[src/rtl/frac_clken_gen_pkg.sv]
// Shared widths, ratio payload type and named default ratios for the
// fractional clock-enable generator.
package frac_clken_gen_pkg;

  localparam int unsigned ACC_W_DEF    = 8;
  localparam int unsigned CHANNELS_MAX = 8;

  typedef struct packed {
    logic [ACC_W_DEF-1:0] num;
    logic [ACC_W_DEF-1:0] den;
  } ratio_t;

  localparam int unsigned DIV4_NUM = 1;
  localparam int unsigned DIV4_DEN = 4;

  // Named ratios assume a 56 MHz system clock.
  localparam ratio_t DIV4     = '{num: ACC_W_DEF'(DIV4_NUM), den: ACC_W_DEF'(DIV4_DEN)};
  localparam ratio_t CPU_4M   = '{num: ACC_W_DEF'(1),        den: ACC_W_DEF'(14)};
  localparam ratio_t CRTC_14M = '{num: ACC_W_DEF'(1),        den: ACC_W_DEF'(4)};

  // Channel-select width; a single channel still gets a 1-bit select.
  function automatic int unsigned ch_sel_w(input int unsigned n);
    return (n > 1) ? $clog2(n) : 1;
  endfunction

endpackage

[src/rtl/frac_clken_gen_ch.sv]
// One fractional clock-enable channel: accumulator, live ratio, shadow ratio
// with pending flag, and the registered enable / square outputs.
module frac_clken_ch
  import frac_clken_gen_pkg::*;
#(
  parameter int unsigned ACC_W   = ACC_W_DEF,
  parameter int unsigned DEF_NUM = DIV4_NUM,
  parameter int unsigned DEF_DEN = DIV4_DEN
) (
  input  logic             clk,
  input  logic             rst_n,
  input  logic             i_run,
  input  logic             i_sync,
  input  logic             i_wr,
  input  logic [ACC_W-1:0] i_wr_num,
  input  logic [ACC_W-1:0] i_wr_den,
  output logic             o_pending,
  output logic             o_clken,
  output logic             o_clkout
);

  localparam int unsigned SUM_W = ACC_W + 1;

  logic [ACC_W-1:0] r_acc, r_num, r_den, r_sh_num, r_sh_den;
  logic             r_pending, r_clken, r_clkout;

  logic [SUM_W-1:0] w_sum;
  logic             w_active, w_wrap, w_apply;
  logic [ACC_W-1:0] w_acc_step, w_acc_nxt, w_num_nxt, w_den_nxt;
  logic [ACC_W-1:0] w_sh_num_nxt, w_sh_den_nxt;
  logic             w_pending_nxt, w_clken_nxt, w_clkout_nxt;

  // Next-state: accumulate, wrap, shadow application and sync realignment.
  always_comb begin
    w_sum         = SUM_W'(r_acc) + SUM_W'(r_num);
    w_active      = i_run && (r_num != '0) && (r_den != '0) && (r_num <= r_den);
    w_wrap        = w_active && (w_sum >= SUM_W'(r_den));
    w_apply       = r_pending && (w_wrap || (i_run && !w_active));
    w_acc_step    = r_acc;
    w_acc_nxt     = r_acc;
    w_num_nxt     = r_num;
    w_den_nxt     = r_den;
    w_sh_num_nxt  = r_sh_num;
    w_sh_den_nxt  = r_sh_den;
    w_pending_nxt = r_pending;
    w_clken_nxt   = w_wrap;
    w_clkout_nxt  = r_clkout ^ w_wrap;

    if (w_wrap) begin
      w_acc_step = ACC_W'(w_sum - SUM_W'(r_den));
    end else if (w_active) begin
      w_acc_step = ACC_W'(w_sum);
    end
    w_acc_nxt = w_acc_step;

    if (i_sync) begin
      w_acc_nxt    = '0;
      w_clken_nxt  = 1'b0;
      w_clkout_nxt = 1'b0;
      if (r_pending) begin
        w_num_nxt = r_sh_num;
        w_den_nxt = r_sh_den;
      end
    end else if (w_apply) begin
      // The wrap on this cycle used the old ratio; clear acc if it no longer fits.
      w_num_nxt = r_sh_num;
      w_den_nxt = r_sh_den;
      if (w_acc_step >= r_sh_den) begin
        w_acc_nxt = '0;
      end
    end

    // A write always lands after any same-cycle application, so it stays pending.
    if (i_wr) begin
      w_sh_num_nxt  = i_wr_num;
      w_sh_den_nxt  = i_wr_den;
      w_pending_nxt = 1'b1;
    end else if (i_sync || w_apply) begin
      w_pending_nxt = 1'b0;
    end
  end

  always_ff @(posedge clk or negedge rst_n) begin
    if (!rst_n) begin
      r_acc     <= '0;
      r_num     <= ACC_W'(DEF_NUM);
      r_den     <= ACC_W'(DEF_DEN);
      r_sh_num  <= '0;
      r_sh_den  <= '0;
      r_pending <= 1'b0;
      r_clken   <= 1'b0;
      r_clkout  <= 1'b0;
    end else begin
      r_acc     <= w_acc_nxt;
      r_num     <= w_num_nxt;
      r_den     <= w_den_nxt;
      r_sh_num  <= w_sh_num_nxt;
      r_sh_den  <= w_sh_den_nxt;
      r_pending <= w_pending_nxt;
      r_clken   <= w_clken_nxt;
      r_clkout  <= w_clkout_nxt;
    end
  end

  assign o_pending = r_pending;
  assign o_clken   = r_clken;
  assign o_clkout  = r_clkout;

endmodule

[src/rtl/frac_clken_gen.sv]
// Multi-channel fractional clock-enable generator: config write decode and
// run/sync fan-out around an array of independent channels.
module frac_clken_gen
  import frac_clken_gen_pkg::*;
#(
  parameter  int unsigned CHANNELS = 2,
  parameter  int unsigned ACC_W    = ACC_W_DEF,
  parameter  int unsigned DEF_NUM  = DIV4_NUM,
  parameter  int unsigned DEF_DEN  = DIV4_DEN,
  localparam int unsigned CH_W     = ch_sel_w(CHANNELS)
) (
  input  logic                clk,
  input  logic                rst_n,
  input  logic                run,
  input  logic                sync,
  input  logic                cfg_wr,
  input  logic [CH_W-1:0]     cfg_ch,
  input  logic [ACC_W-1:0]    cfg_num,
  input  logic [ACC_W-1:0]    cfg_den,
  output logic [CHANNELS-1:0] cfg_pending,
  output logic [CHANNELS-1:0] clken,
  output logic [CHANNELS-1:0] clkout
);

  logic [CHANNELS-1:0] w_wr;

  // Out-of-range channel numbers match no channel and are dropped.
  always_comb begin
    w_wr = '0;
    for (int i = 0; i < int'(CHANNELS); i++) begin
      w_wr[i] = cfg_wr && (cfg_ch == CH_W'(i));
    end
  end

  for (genvar g = 0; g < int'(CHANNELS); g++) begin : g_ch
    frac_clken_ch #(
      .ACC_W   (ACC_W),
      .DEF_NUM (DEF_NUM),
      .DEF_DEN (DEF_DEN)
    ) u_ch (
      .clk       (clk),
      .rst_n     (rst_n),
      .i_run     (run),
      .i_sync    (sync),
      .i_wr      (w_wr[g]),
      .i_wr_num  (cfg_num),
      .i_wr_den  (cfg_den),
      .o_pending (cfg_pending[g]),
      .o_clken   (clken[g]),
      .o_clkout  (clkout[g])
    );
  end

endmodule

[config.mk]
export PLATFORM = sky130hd
export DESIGN_NAME = frac_clken_gen
export DESIGN_NICKNAME = d
export VERILOG_FILES = /design/src/rtl/frac_clken_gen_pkg.sv /design/src/rtl/frac_clken_gen_ch.sv /design/src/rtl/frac_clken_gen.sv
export SDC_FILE = /design/constraint.sdc
export NUM_CORES = 1
export LEC_CHECK = 0
export BUFFER_PORTS_ARGS = -buffer_cell sky130_fd_sc_hd__buf_2
export CAP_MARGIN = 20
export CORE_UTILIZATION = 45
export CTS_BUF_LIST = sky130_fd_sc_hd__clkbuf_2
export DETAILED_ROUTE_END_ITERATION = 16
export PLACE_DENSITY = 0.59
export SYNTH_ARGS = -nofsm -noshare
export SYNTH_HDL_FRONTEND = slang
export SYNTH_SLANG_ARGS = --single-unit
[constraint.sdc]
create_clock -name clk -period 10.7 [get_ports clk]
set_input_delay 0 -clock clk [delete_from_list [all_inputs] [get_ports clk]]
set_output_delay 0 -clock clk [all_outputs]
set_load 0.005 [all_outputs]
# After elaboration in Yosys (flattened, before gate mapping)
# Cells that the tools add are included.
[classes] addsub=4 n_lt_le_gt_ge=6 eq_ne=2 n_mux=30 bitwise=3 reduce_logical=30
[op_table] operator="two-way mux 8 bit" count=22
[op_table] operator="nonzero test 8 bit" count=4
[op_table] operator="adder 8 x 8 -> 9 bit" count=2
[op_table] operator=">= comparator 9 x 8 -> 1 bit" count=2
[op_table] operator=">= comparator 8 bit" count=2
[op_table] operator="<= comparator 8 bit" count=2
[op_table] operator="subtractor 8 bit" count=2
[op_table] operator="logical AND 1 bit" count=14
[op_table] operator="two-way mux 1 bit" count=8
[op_table] operator="nonzero test 2 bit" count=4
[op_table] operator="logical OR 1 bit" count=4
[op_table] operator="inequality test 2 x 1 -> 1 bit, second input constant" count=2
[op_table] operator="AND reduction 2 bit" count=2
[op_table] operator="logical NOT 1 bit" count=2
[op_table] operator="bitwise XOR 1 bit" count=2
[op_table] operator="inverter 1 bit" count=1
[totals] reg_bits=86 in_bits=22 out_inout_bits=6 elab_cells=91

# Depth between registers and ports, before layout
[depth] ltp_word=11 depth_mapped=24 ltp_nobuf=22

# Cells and area by module
# A second synthesis with hierarchy kept.
[hier_totals] hier_cells=600 area_unflattened_um2=5947.0
[modules_own_cells] mod="frac_clken_ch" n_inst=2 cells_each=299 area_per_inst_um2=2965.3 seq_area_each_um2=1078.5
[modules_own_cells] mod="frac_clken_gen" n_inst=1 cells_each=2 area_per_inst_um2=16.3 seq_area_each_um2=0.0

# Worst setup path after synthesis
# No wires, ideal clock.
[synth_path] path_kind="register to register" from="reg g_ch[0].u_ch.r_acc[0]" to="reg g_ch[0].u_ch.r_acc[0]" setup_ns=0.064 t_arrival_ns=4.680 required_time_ns=10.636 path_slack_ns=5.956 stages_incl_launch_ff=23 path_buffers=1 synth_period_minus_slack_ns=4.744 path_cell_list="dfrtp_1 ha_1 fa_1 a211oi_1 o21bai_1 a21oi_1 xnor2_1 ha_1 nand4_1 o21ai_0 a41oi_2 nand2_1 clkbuf_1 mux2i_1 a21oi_1 ha_1 a21o_1 a211o_1 a41oi_1 o21ai_0 nor2_1 a32o_1 a21o_1"
[synth_via] elab_chain_len=8 elab_cells_between_ends=12 classes_between="add/sub: 2; order compare: 2; mux: 5; reduce/logical: 3"
[synth_rtl] item="start, declared" line="frac_clken_gen_ch.sv:24" rtl="logic [ACC_W-1:0] r_acc, r_num, r_den, r_sh_num, r_sh_den;"
[synth_rtl] item="start signal, assigned" line="frac_clken_gen_ch.sv:94" rtl="r_acc <= w_acc_nxt;"
[synth_rtl] item="adder 8 x 8 -> 9 bit" line="frac_clken_gen_ch.sv:35" rtl="w_sum = SUM_W'(r_acc) + SUM_W'(r_num);"
[synth_rtl] item=">= comparator 9 x 8 -> 1 bit" line="frac_clken_gen_ch.sv:37" rtl="w_wrap = w_active && (w_sum >= SUM_W'(r_den));"
[synth_rtl] item="logical AND 1 bit" line="frac_clken_gen_ch.sv:37"
[synth_rtl] item="two-way mux 8 bit" line="frac_clken_gen_ch.sv:49" rtl="if (w_wrap) begin"
[synth_rtl] item=">= comparator 8 bit" line="frac_clken_gen_ch.sv:68" rtl="if (w_acc_step >= r_sh_den) begin"
[synth_rtl] item="two-way mux 8 bit" line="frac_clken_gen_ch.sv:68"
[synth_rtl] item="two-way mux 8 bit *" line="frac_clken_gen_ch.sv:64" rtl="end else if (w_apply) begin"
[synth_rtl] item="two-way mux 8 bit *" line="frac_clken_gen_ch.sv:56" rtl="if (i_sync) begin"
[synth_rtl] item="net g_ch[0].u_ch.w_acc_nxt[0]" line="frac_clken_gen_ch.sv:29" rtl="logic [ACC_W-1:0] w_acc_step, w_acc_nxt, w_num_nxt, w_den_nxt;"
# Mark *: on every way through the listed nets, which the timed path passes. The rest lies on a longest branch.
# A chain may end at the register's enable or synchronous reset.

# Worst setup path after layout
# Ends and elaborated chain as after synthesis.

==> results by stage <==
Timing:
- At the pin with the least slew margin, the transition time is 0.859 ns.
- The setup clock skew after layout is about 0.039 ns.
- The worst path uses 54.4% of the clock period.
- The number of max-slew violations in the final report is 0.
- The minimum clock period is 5.83 ns.
- Measured against its own limit, the worst slew margin works out to between 40% and 50%.
- For this run, the top clock speed supported by timing is 172 MHz.
- The number of endpoints with negative hold slack in the final report is 0.
- The total negative slack for setup checks is 0 ns.
- Setup repair after global routing left no endpoint under its margin.
- The setup violation total in the final timing report is 0.
- The final worst slack is 4.87 ns.

Critical path:
- The maximum net fanout on the critical path is 14.
- The worst path buffer plus inverter count is 0.
- STA puts the critical path data required time at ~11 ns.
- The worst endpoint data arrival time is 6.29 ns.
- STA classifies the critical path endpoint as a flip-flop.
- The worst setup path is launched from a flip-flop.
- Walking the worst path, the cells encountered are ha_1 -> fa_1 -> a211oi_1 -> o21bai_1 -> a21oi_1 -> xnor2_1 -> ha_1 -> nand4_1 -> a21oi_1 -> o31ai_2 -> nand2_1 -> nor2_1 -> a21oi_1 -> mux2_2 -> ha_1 -> nand2_1 -> o21ai_0 -> a41oi_1 -> o21ai_0 -> nor2_1 -> a32o_1 -> a21o_1.
- The slowest stage of the critical path belongs to the cell sky130_fd_sc_hd__o21ai_0.
- By startpoint and endpoint, the worst setup path is classified as reg2reg.
- The cell family contributing the most delay on the critical path is compound AO/OA/AOI/OAI gates.
- The critical path's largest stage delay is between 0.5 and 0.6 ns.

Route:
- The via count of the routed design is 4594.
- The number of search-and-repair iterations in the first detailed-routing pass is 4.
- The vias per cell is 5.66.
- The average wire per standard cell is 18.7 um.
- The starting DRC count in detailed routing is 257.
- The overall routed net length is 15.1 mm.
- The count of nets left with antenna violations once routing finished came out at 0.
- The residual DRC count is 0.

Logic synthesis:
- The number of flops mapped to enable cells by yosys is 0.
- After synthesis, the most frequently instantiated cells are sky130_fd_sc_hd__dfrtp_1, sky130_fd_sc_hd__ha_1, sky130_fd_sc_hd__inv_1, sky130_fd_sc_hd__mux2_2.
- The number of warnings printed during yosys synthesis is 0.
- Synthesis instantiated 68 different standard cells from the library.
- Sequential elements use 36.2% of the synthesized area.
- The cell with the most instances after synthesis is sky130_fd_sc_hd__dfrtp_1.
- The leading area contributor after synthesis is sky130_fd_sc_hd__dfrtp_1.
- A synthesized cell averages 10.2 um^2.
- For this run, asynchronously set or reset flops after synthesis account for 100%.
- The instance count of the mapped netlist is 586.
- By area the synthesized netlist is led by sky130_fd_sc_hd__dfrtp_1, sky130_fd_sc_hd__ha_1, sky130_fd_sc_hd__mux2_2.
- For this run, the leading register cell type out of synthesis is sky130_fd_sc_hd__dfrtp_1.
- The fraction of post-synthesis cell area in the top cell type by area is 34.4%.
- The synthesized netlist net count is 676.
- The mapped netlist covers between 5000 and 6000 um^2.
- After synthesis the netlist holds a flip-flop and latch count of 86.

Global route:
- The maximum number of pins on one net before global-route repair is 54.
- The remaining global-route overflow is 0.
- The first global-routing pass estimated 24.7 mm of wire.
- The initial antenna violation count is 0.
- The total global-route track usage is 24.1%.
- The number of global-route vias before repair is 4619.

Cells and area:
- The number of antenna diodes in the final layout is 0.
- The final layout contains 724 nets.
- The layout cell share with drive strength beyond 1 is 17.5%.
- The area growth from synthesis to layout is 10.7%.
- The post-layout instance count excluding filler cells is 811.

Floorplan:
- The overall die height is 117 um.
- The core region is 12800 um^2.
- The floorplan step set the die width to 117 um.
- The die area is 13700 um^2.
- The effective utilization at floorplan is 46.6%.
- The standard-cell row count is 41.
- 28 I/O pins were placed.

CTS:
- For this design, the sink count on the clock tree is 86.
- The number of buffers created by CTS is 9.
- The clock-pin slew reported for the worst setup and hold paths after clock tree synthesis is 0.23 ns.
- The clock tree from TritonCTS is built.
- The clock passes through at most 2 buffers.
- For the worst-skew pair, the clock arrives at the later sink with an insertion delay of 0.55 ns.
- The H-tree was split into 3 levels.
- The root buffer cell is sky130_fd_sc_hd__clkbuf_2.

Place:
- The worst setup slack before clock tree synthesis is 5.05 ns.
- The number of placed instances, taps included is 767.
- The HPWL after detailed placement is approximately 12 mm.
- The port buffer count is 27.
- The routability-driven placement congestion ratio is 0.894.

Run status:
- The flow ran to the end, and the final reports show no timing, DRC or antenna violations.

Flow run:
- The max-capacitance violation count is 0.

Min path:
- The tightest min-delay check is of the in2reg type.
-- tightest hold or removal path, stage by stage --
cell and delay (ns):
sky130_fd_sc_hd__dlygate4sd3_1 0.51, sky130_fd_sc_hd__buf_2 0.12, sky130_fd_sc_hd__nand2_1 0.05, sky130_fd_sc_hd__o21ai_0 0.06
-- through the flow --
stage	cell area (um^2)	utilization, %	hold slack (ns)
final	6600	51.6	0.212
after global routing	6600	51.6	0.155
after CTS	6570	51.4	0.179
after detailed placement	6200	48.6	-0.0117
after global placement	6200	48.6	-0.0154
after floorplan	5960	-	-0.296
-- cells by family after synthesis --
| kind of cell | count (synthesis) | share of synthesized area [%] |
|---|---|---|
| xor+xnor | 20 | 2.94 |
| buf+inv | 67 | 5.10 |
| flops | 86 | 36.2 |
| simple gates | 129 | 11.3 |
| mux | 68 | 12.6 |
| fa+ha+maj | 68 | 14.8 |
| compound gates | 148 | 17.1 |
-- flip-flops by register name, summed over array words and instances, names as in the netlist --
signal,count
g_ch.u_ch.r_num,16
g_ch.u_ch.o_clken,2
g_ch.u_ch.r_sh_num,16
g_ch.u_ch.r_acc,16
g_ch.u_ch.r_sh_den,16
g_ch.u_ch.r_den,16
g_ch.u_ch.o_clkout,2
g_ch.u_ch.o_pending,2
-- area by class of cell --
class                      instances  area [um^2]
timing repair buffer              58          460
fill                            1190         6180
clock buffer                      11         55.1
tap                              172          215
multi-input combinational        433         3500
inverter                          46          173
clock inverter                     5         36.3
sequential                        86         2160
-- layout by cell type, fill, tap and decap left out, types with 5 or more instances in the layout --
cell type / netlist / layout
sky130_fd_sc_hd__a211oi_1: 10 / 10
sky130_fd_sc_hd__a21o_1: 9 / 9
sky130_fd_sc_hd__a21oi_1: 39 / 39
sky130_fd_sc_hd__buf_2: 5 / 26
sky130_fd_sc_hd__clkbuf_2: 0 / 11
sky130_fd_sc_hd__dfrtp_1: 82 / 82
sky130_fd_sc_hd__dlygate4sd3_1: 0 / 25
sky130_fd_sc_hd__ha_1: 64 / 64
sky130_fd_sc_hd__inv_1: 46 / 46
sky130_fd_sc_hd__mux2_2: 40 / 40
sky130_fd_sc_hd__mux2i_1: 23 / 23
sky130_fd_sc_hd__nand2_1: 35 / 35
sky130_fd_sc_hd__nand3_1: 10 / 10
sky130_fd_sc_hd__nand3b_1: 8 / 8
sky130_fd_sc_hd__nand4_1: 8 / 8
sky130_fd_sc_hd__nor2_1: 30 / 30
sky130_fd_sc_hd__nor2b_1: 9 / 8
sky130_fd_sc_hd__nor4_1: 9 / 9
sky130_fd_sc_hd__o211ai_1: 7 / 7
sky130_fd_sc_hd__o21ai_0: 39 / 39
sky130_fd_sc_hd__o21bai_1: 5 / 5
sky130_fd_sc_hd__xnor2_1: 13 / 13
sky130_fd_sc_hd__xor2_1: 7 / 7
-- worst paths after layout --
check / start / cells past startpoint / slack (ns) / to
worst max-delay path: g_ch[0].u_ch.r_acc[0] / 22 / 4.87 / g_ch[0].u_ch.r_acc[0]
worst min-delay path: cfg_den[4] / 4 / 0.21 / g_ch[0].u_ch.r_sh_den[4]
worst max register to register: g_ch[0].u_ch.r_acc[0] / 22 / 4.87 / g_ch[0].u_ch.r_acc[0]
worst min register to register: g_ch[0].u_ch.r_sh_num[7] / 1 / 0.53 / g_ch[0].u_ch.r_num[7]
max in group asynchronous: rst_n / 4 / 9.46 / g_ch[0].u_ch.r_sh_den[3]
min in group asynchronous: rst_n / 4 / 0.52 / g_ch[1].u_ch.o_pending
-- per-layer routing --
metal	wire (um)	up-vias	track usage [%]
met5	0	-	0
met1	7260	2224	33.0
met2	6930	115	38.4
li1	-	2224	-
met4	438	0	9.37
met3	498	31	3.96
-- what timing repair did --
item,4_1_cts,5_1_grt
setup buffers,0,0
endpoints found under the setup margin,0,0
resized for setup,0,0
hold endpoints to repair,92,0
hold buffers,26,0
Power is not shown: default switching activity piles up to over one toggle a cycle in this logic, so the estimate is an artifact.
